**config.mk**
```make
export PLATFORM = sky130hd
export DESIGN_NAME = stopwatch_controller
export DESIGN_NICKNAME = d
export VERILOG_FILES = /design/src/rtl/stopwatch_pkg.sv /design/src/rtl/button_conditioner.sv /design/src/rtl/stopwatch_controller.sv
export SDC_FILE = /design/constraint.sdc
export NUM_CORES = 1
export LEC_CHECK = 0
export ABC_CLOCK_PERIOD_IN_PS = 3000
export CORE_MARGIN = 3
export CORE_UTILIZATION = 50
export CTS_CLUSTER_SIZE = 20
export DETAILED_ROUTE_END_ITERATION = 8
export PLACE_DENSITY = 0.69
export SKIP_LAST_GASP = 1
export SYNTH_ARGS = -nofsm -noshare
export SYNTH_HDL_FRONTEND = slang
export SYNTH_SLANG_ARGS = --single-unit
```
**constraint.sdc**
```tcl
create_clock -name i_clk -period 3 [get_ports i_clk]
set_input_delay 0.6 -clock i_clk [delete_from_list [all_inputs] [get_ports i_clk]]
set_output_delay 0.6 -clock i_clk [all_outputs]
set_load 0.03 [all_outputs]
```
**src/rtl/stopwatch_pkg.sv**
```systemverilog
// rtl/stopwatch_pkg.sv - state encoding and prescaler sizing for the stopwatch controller
package stopwatch_pkg;

    typedef enum logic [1:0] {
        ST_IDLE    = 2'b00,
        ST_RUNNING = 2'b01,
        ST_PAUSED  = 2'b10,
        ST_LAP     = 2'b11
    } state_e;

    function automatic int calc_tick_div(input int clk_freq, input int tick_freq);
        return clk_freq / tick_freq;
    endfunction

endpackage

```
**src/rtl/button_conditioner.sv**
```systemverilog
// rtl/button_conditioner.sv - synchronizer, debounce and press-edge detector for one button
module button_conditioner #(
    parameter int DEBOUNCE_CYCLES = 1000000
) (
    input  logic i_clk,
    input  logic i_rst,
    input  logic i_button,
    output logic o_press
);
    localparam int CW = $clog2(DEBOUNCE_CYCLES + 1);
    localparam logic [CW-1:0] CNT_MAX = CW'(DEBOUNCE_CYCLES);

    logic          sync1_q, sync1_d;
    logic          sync2_q, sync2_d;
    logic          level_q, level_d;
    logic          armed_q, armed_d;
    logic          press_q, press_d;
    logic [1:0]    fill_q, fill_d;
    logic [CW-1:0] cnt_q, cnt_d;

    always_comb begin
        sync1_d = i_button;
        sync2_d = sync1_q;
        level_d = level_q;
        cnt_d   = cnt_q;
        press_d = 1'b0;
        fill_d  = (fill_q == 2'd2) ? fill_q : fill_q + 2'd1;
        // A button held through reset must be seen released before it can press.
        armed_d = armed_q | ((fill_q == 2'd2) & ~sync2_q);
        if (sync2_q == level_q) begin
            cnt_d = '0;
        end else if (cnt_q == CNT_MAX) begin
            cnt_d   = '0;
            level_d = sync2_q;
            press_d = sync2_q & armed_q;
        end else begin
            cnt_d = cnt_q + CW'(1);
        end
    end

    always_ff @(posedge i_clk) begin
        if (i_rst) begin
            sync1_q <= 1'b0;
            sync2_q <= 1'b0;
            level_q <= 1'b0;
            armed_q <= 1'b0;
            press_q <= 1'b0;
            fill_q  <= 2'd0;
            cnt_q   <= '0;
        end else begin
            sync1_q <= sync1_d;
            sync2_q <= sync2_d;
            level_q <= level_d;
            armed_q <= armed_d;
            press_q <= press_d;
            fill_q  <= fill_d;
            cnt_q   <= cnt_d;
        end
    end

    assign o_press = press_q;

endmodule

```
**src/rtl/stopwatch_controller.sv**
```systemverilog
// rtl/stopwatch_controller.sv - run/pause/lap sequencer producing count-enable, clear and freeze
module stopwatch_controller
    import stopwatch_pkg::*;
#(
    parameter int CLK_FREQ        = 100000000,
    parameter int TICK_FREQ       = 1,
    parameter int DEBOUNCE_CYCLES = 1000000
) (
    input  logic       i_clk,
    input  logic       i_rst,
    input  logic       i_startStop,
    input  logic       i_lapClear,
    output logic       o_tick,
    output logic       o_clear,
    output logic       o_freeze,
    output logic       o_running,
    output logic [1:0] o_state
);
    localparam int TICK_DIV = calc_tick_div(CLK_FREQ, TICK_FREQ);
    localparam int PW = $clog2(TICK_DIV);
    localparam logic [PW-1:0] PRESC_LAST = PW'(TICK_DIV - 1);

    logic          ss_press, lc_press;
    logic          start_evt, lap_evt, counting;
    state_e        state_q, state_d;
    logic [PW-1:0] presc_q, presc_d;
    logic          tick_q, tick_d;
    logic          clear_q, clear_d;
    logic          freeze_q, freeze_d;
    logic          running_q, running_d;

    button_conditioner #(.DEBOUNCE_CYCLES(DEBOUNCE_CYCLES)) u_ss_btn (
        .i_clk    (i_clk),
        .i_rst    (i_rst),
        .i_button (i_startStop),
        .o_press  (ss_press)
    );

    button_conditioner #(.DEBOUNCE_CYCLES(DEBOUNCE_CYCLES)) u_lc_btn (
        .i_clk    (i_clk),
        .i_rst    (i_rst),
        .i_button (i_lapClear),
        .o_press  (lc_press)
    );

    always_comb begin
        state_d   = state_q;
        presc_d   = presc_q;
        clear_d   = 1'b0;
        counting  = (state_q == ST_RUNNING) || (state_q == ST_LAP);
        // Tick and prescaler advance follow the pre-transition state.
        tick_d    = counting && (presc_q == PRESC_LAST);
        if (counting) begin
            presc_d = tick_d ? '0 : presc_q + PW'(1);
        end
        start_evt = ss_press;
        lap_evt   = lc_press & ~ss_press;
        case (state_q)
            ST_IDLE: begin
                presc_d = '0;
                if (start_evt)    state_d = ST_RUNNING;
                else if (lap_evt) clear_d = 1'b1;
            end
            ST_RUNNING: begin
                if (start_evt)    state_d = ST_PAUSED;
                else if (lap_evt) state_d = ST_LAP;
            end
            ST_PAUSED: begin
                if (start_evt) begin
                    state_d = ST_RUNNING;
                end else if (lap_evt) begin
                    state_d = ST_IDLE;
                    clear_d = 1'b1;
                    presc_d = '0;
                end
            end
            ST_LAP: begin
                if (start_evt)    state_d = ST_PAUSED;
                else if (lap_evt) state_d = ST_RUNNING;
            end
            default: state_d = ST_IDLE;
        endcase
        freeze_d  = (state_d == ST_LAP);
        running_d = (state_d == ST_RUNNING) || (state_d == ST_LAP);
    end

    always_ff @(posedge i_clk) begin
        if (i_rst) begin
            state_q   <= ST_IDLE;
            presc_q   <= '0;
            tick_q    <= 1'b0;
            clear_q   <= 1'b0;
            freeze_q  <= 1'b0;
            running_q <= 1'b0;
        end else begin
            state_q   <= state_d;
            presc_q   <= presc_d;
            tick_q    <= tick_d;
            clear_q   <= clear_d;
            freeze_q  <= freeze_d;
            running_q <= running_d;
        end
    end

    assign o_tick    = tick_q;
    assign o_clear   = clear_q;
    assign o_freeze  = freeze_q;
    assign o_running = running_q;
    assign o_state   = state_q;

endmodule
```
# Word-level counts from Yosys, hierarchy flattened
# Cells that the tools add are included.
# W data, S select, Z words.
# totals
in_bits	4
output_inout_bits	6
regBits	87
elab_cells	78
# classes
n_reduce_logical	12
muxes	14
n_addsub	5
bitwise	15
n_eq_ne	12
# ops
operator	count
$mux W27	4
$pmux W27 S2	1
$add A20 B1 Y20 const B	2
$eq A20 B20 Y1 const B	2
$add A27 B1 Y27 const B	1
$eq A27 B27 Y1 const B	1
$reduce_or A3 Y1	5
$mux W2	7
$eq A2 B2 Y1 const B	5
$not A1 Y1	8
$pmux W2 S4	1
$and A1 B1 Y1	5
$add A2 B1 Y2 const B	2
$eq A2 B1 Y1 const B	2
$reduce_and A2 Y1	2
$eq A1 B1 Y1	2
$logic_not A2 Y1	1
$logic_or A1 B1 Y1	2
$or A1 B1 Y1	2
$reduce_or A2 Y1	1
$logic_and A1 B1 Y1	1
$mux W1	1

# Longest topological paths before layout
# depth
ltp_word	8
depth_mapped	7
ltp_nobuf	6

# Cells and area by module
# Synthesis repeated with hierarchy kept, for this count alone.
# hier_totals
hier_cells	437
hier_area_um2	3789.9
# by_module_without_submodules
mod	seq_area_each_um2	area_per_inst_um2	cells_each	n_inst
button_conditioner	540.5	1173.6	136	2
stopwatch_controller	660.6	1442.6	165	1

# Worst setup path after synthesis
# No wires, ideal clock.
# synth_timing
kind	register to register
startpoint	register state_q[0], in the netlist o_state[0]
endpoint	register presc_q[24]
path_stages_with_launch	6
period_less_slack_ns	1.982
slack_ns	1.018
setup_ns	0.075
arrival_ns	1.907
required_time_ns	2.925
path_buffers	1
cell_sequence	dfxtp_1 nand4_1 or4_1 buf_2 or4_4 a22oi_2
# synth_between
elab_chain_cells	8
elab_cells_between_ends	11
classes_between	eq/ne: 3; mux: 5; reduce/logical: 3
# synth_rtl
element	line	text
start, declared	stopwatch_controller.sv:25	state_e state_q, state_d;
start signal, assigned	stopwatch_controller.sv:96	state_q <= state_d;
$eq A2 B1 Y1 / $eq A2 B2 Y1 (equally long branches)	stopwatch_controller.sv:50	counting = (state_q == ST_RUNNING) || (state_q == ST_LAP);
$logic_or A1 B1 Y1	stopwatch_controller.sv:50	
$logic_and A1 B1 Y1	stopwatch_controller.sv:52	tick_d = counting && (presc_q == PRESC_LAST);
$mux W27	stopwatch_controller.sv:54	presc_d = tick_d ? '0 : presc_q + PW'(1);
$mux W27	stopwatch_controller.sv:53	if (counting) begin
$mux W27	stopwatch_controller.sv:71	end else if (lap_evt) begin
$mux W27	stopwatch_controller.sv:69	if (start_evt) begin
$pmux W27 S2 (*)	stopwatch_controller.sv:58	case (state_q)
end signal, assigned	stopwatch_controller.sv:97	presc_q <= presc_d;
end, declared	stopwatch_controller.sv:26	logic [PW-1:0] presc_q, presc_d;
# Mark *: on every way between the ends. The rest lies on a longest branch, timed or not.
# A chain may end at the register's enable or synchronous reset.

# Final worst setup path
# layout_timing
startpoint	register presc_q[2]
endpoint	register presc_q[13]
# layout_between
elab_chain_cells	7
elab_cells_between_ends	8
classes_between	add/sub: 1; eq/ne: 1; mux: 5; reduce/logical: 1
# layout_rtl
element	line
parallel branches: the longest is 2 deep, another holds $add A27 B1 Y27	--
$mux W27 (*)	stopwatch_controller.sv:54
$mux W27 (*)	stopwatch_controller.sv:53
$mux W27	stopwatch_controller.sv:71
$mux W27	stopwatch_controller.sv:69
$pmux W27 S2 (*)	stopwatch_controller.sv:58
# Mark *: on every way between the ends.

==> flow_metrics.tcl <==
set metrics [dict create \
    core_um2 7767 \
    worst_slew_pin_slew_ns 0.9087 \
    cp_data_arrival_time_ns 2.48 \
    synth_edf_count 0 \
    worstSetupEndpointType "flop" \
    io_buffers 9 \
    crit_type "flop to flop" \
    rsz0062_at_grt "false" \
    nNetsFinal 476 \
    yosysWarnings 0 \
    fp.dieW_um 95.79 \
    globalplace.congestion 0.8175 \
    clk_pin_slew_ns 0.08 \
    clkPwrFrac_pct 34.3 \
    grt_pass1_wl_um 13250 \
    h-tree-depth 3 \
    die_h_um 95.79 \
    grt_max_degree 26 \
    seq_power_share_pct 59.7 \
    diodes 0 \
    clock_latency_ns 0.36 \
    irDropWorstVdd_mv 0.3620 \
    hold_viol_final 0 \
    cts_buffers 9 \
    cp.required_ns 3.19 \
    grt_antenna_before_repair 0 \
    reg2regPathDepth 5 \
    cap_violations 0 \
    place_area_um2 4188 \
    r2r_end "presc_q[13]" \
    netlist-cell-type-count 47 \
    synth_cells 461 \
    worstSetupStartpoint "presc_q[2]" \
    post-route-drc-count 0 \
    hold_path_class "flop to flop" \
    endpoint "presc_q[13]" \
    cts_tree "yes" \
    ant_nets 0 \
    power_density_nw_per_um2 467.1 \
    fillCellCount 723 \
    max_freq_mhz 436.7 \
    cts_sinks 87 \
    grt_usage_pct 18.10 \
    num_vias 3288 \
    r2r_slack_ns 0.71 \
    ys.flop_type "dfxtp_1" \
    power_mw 2.031 \
    seq_area_frac_synth_pct 43.20 \
    first_global_vias 2973 \
    postCtsSetupBuffers 0 \
    intPower_mw 1.541 \
    finalCritPeriodShare_pct 76.34 \
    r2r_start "presc_q[2]" \
    p_sw_share_pct 24.13 \
    status "finished, final reports clean" \
    crit_fanout 17 \
    clock_path_buffers 2 \
    synthArstFlopShare_pct 0 \
    critPathLaunchType "flop" \
    avgRoutedWirePerCell_um 13.87 \
    syn_nets 472 \
    min_period_ns 2.290 \
    place_inst 556 \
    setup_violations 0 \
    postCtsHoldBufs 0 \
    syn-cell-area_um2 4031 \
    p_switching_mw 0.4902 \
    slew_violations 0 \
    rows 32 \
    setup_tns_ns 0 \
    fin_hold_ws_ns 0.4523 \
    synth_seq_cells 87 \
    start_util_pct 51.90 \
    area_growth_pct 7.883 \
    finClkSkew_ns 0.008346 \
    instances_no_fill 570 \
    root_buffer "clkbuf_8" \
    die_area_um2 9176 \
    wirelength_um 7908 \
    drive_gt1_share_pct 7.051 \
    relSlewSlack_pct 39.42 \
    syn_avg_cell_area_um2 8.745 \
    place_hpwl_um 5487 \
    io_pins 10 \
    p_leak_nw 1.240 \
    grt-ovfl-total 0 \
    drt-initial-drc-count 156 \
    design_area_um2 4349 \
    dr.pass1.iters 4 \
    combPwrFrac_pct 6.0 \
    cts.repair.resized 0 \
    via_per_inst 5.768 \
]
worst min path at each step:
stage	startpoint	endpoint	cells past startpoint
floorplan	u_lc_btn.sync1_q	u_lc_btn.sync2_q	1
global placement	u_lc_btn.sync1_q	u_lc_btn.sync2_q	1
detailed placement	u_lc_btn.sync1_q	u_lc_btn.sync2_q	1
CTS	u_lc_btn.sync1_q	u_lc_btn.sync2_q	1
global route	u_ss_btn.sync1_q	u_ss_btn.sync2_q	1
finish	u_lc_btn.armed_q	u_lc_btn.o_press	2
power groups by stage:
stage          Sequential (mW)  Clock [mW]  Combinational (mW)
2_1_floorplan             1.24           0               0.101
3_3_place_gp              1.24           0               0.116
3_5_place_dp              1.24           0               0.123
4_1_cts                   1.21       0.718               0.124
5_1_grt                   1.22       0.766               0.148
6_report                  1.21       0.697               0.121
cell families (layout without fill, tap and decap cells):
logic type	Yosys count	in the layout	share of synthesized area, %
compound gates	69	69	10.80
xor+xnor	46	46	9.994
fa+ha+maj	7	7	2.172
buf+inv	38	45	4.035
flops	87	87	43.20
mux	1	1	0.2483
simple gates	213	213	29.55
layout by cell type, fill, tap and decap left out, types with 3 or more instances in the layout:
| cell | count |
|---|---|
| o31ai_1 | 12 |
| nor2_1 | 49 |
| nand4_1 | 22 |
| nand2_1 | 19 |
| nor4b_1 | 4 |
| nor4_1 | 12 |
| o21ai_0 | 11 |
| a22oi_1 | 12 |
| or2_2 | 3 |
| or4_1 | 17 |
| buf_4 | 5 |
| clkbuf_8 | 9 |
| nand2b_1 | 3 |
| xor2_1 | 21 |
| or3_1 | 12 |
| clkdlybuf4s50_1 | 9 |
| xnor2_1 | 25 |
| dfxtp_1 | 87 |
| nand3_1 | 33 |
| inv_1 | 17 |
| a21oi_1 | 25 |
| and4_1 | 3 |
| nor3_1 | 9 |
| nor2b_1 | 5 |
| ha_1 | 7 |
| and3_1 | 7 |
worst max-delay path, stage by stage (launching register included):
cell	delay, ns
dfxtp_1	0.48
nand4_1	0.12
or4_1	0.66
o21bai_2	0.43
buf_4	0.32
a22oi_1	0.12
final cells by class:
type	instances	area [µm²]	area share [%]
clock buffers	9	123.9	2.848
well taps	102	127.6	2.934
inverters	17	63.81	1.467
flip-flops and latches	87	1742	40.05
clock inverters	5	37.54	0.8631
multi-input cells	336	2127	48.91
repair buffers	14	127.6	2.934
layer usage:
metal  vias up  wire, µm  global-route usage (%)
met5         -         0                       0
met4         0       112                   5.450
met3        11       301                   4.926
met2        54      3711                   29.36
met1      1548      3782                   23.47
li1       1675         -                       -
registers in the layout, summed over array words and instances (netlist names), 2 cells and up:
register,count
presc_q,27
u_ss_btn.fill_q,2
o_state,2
u_lc_btn.fill_q,2
u_lc_btn.cnt_q,20
u_ss_btn.cnt_q,20
metrics by stage:
step                setup WS, ns  util [%]
global placement          0.6834     53.91
CTS                       0.7113     55.99
floorplan                  1.018         -
finish                    0.7099     55.99
global route              0.5520     55.99
detailed placement        0.6399     53.91
synthesized netlist by cell type, types with 10 or more instances:
cell / number / share of area [%]
a21oi_1: 25 / 3.1
a22oi_1: 12 / 2.2
buf_2: 10 / 1.2
dfxtp_1: 87 / 43
inv_1: 17 / 1.6
nand2_1: 19 / 1.8
nand3_1: 33 / 4.1
nand4_1: 22 / 3.4
nor2_1: 49 / 4.6
nor4_1: 12 / 1.9
o21ai_0: 11 / 1.4
o31ai_1: 12 / 2.2
or3_1: 12 / 1.9
or4_1: 17 / 3.2
xnor2_1: 25 / 5.4
xor2_1: 21 / 4.6
No activity file was read; power rests on OpenSTA's default activity.
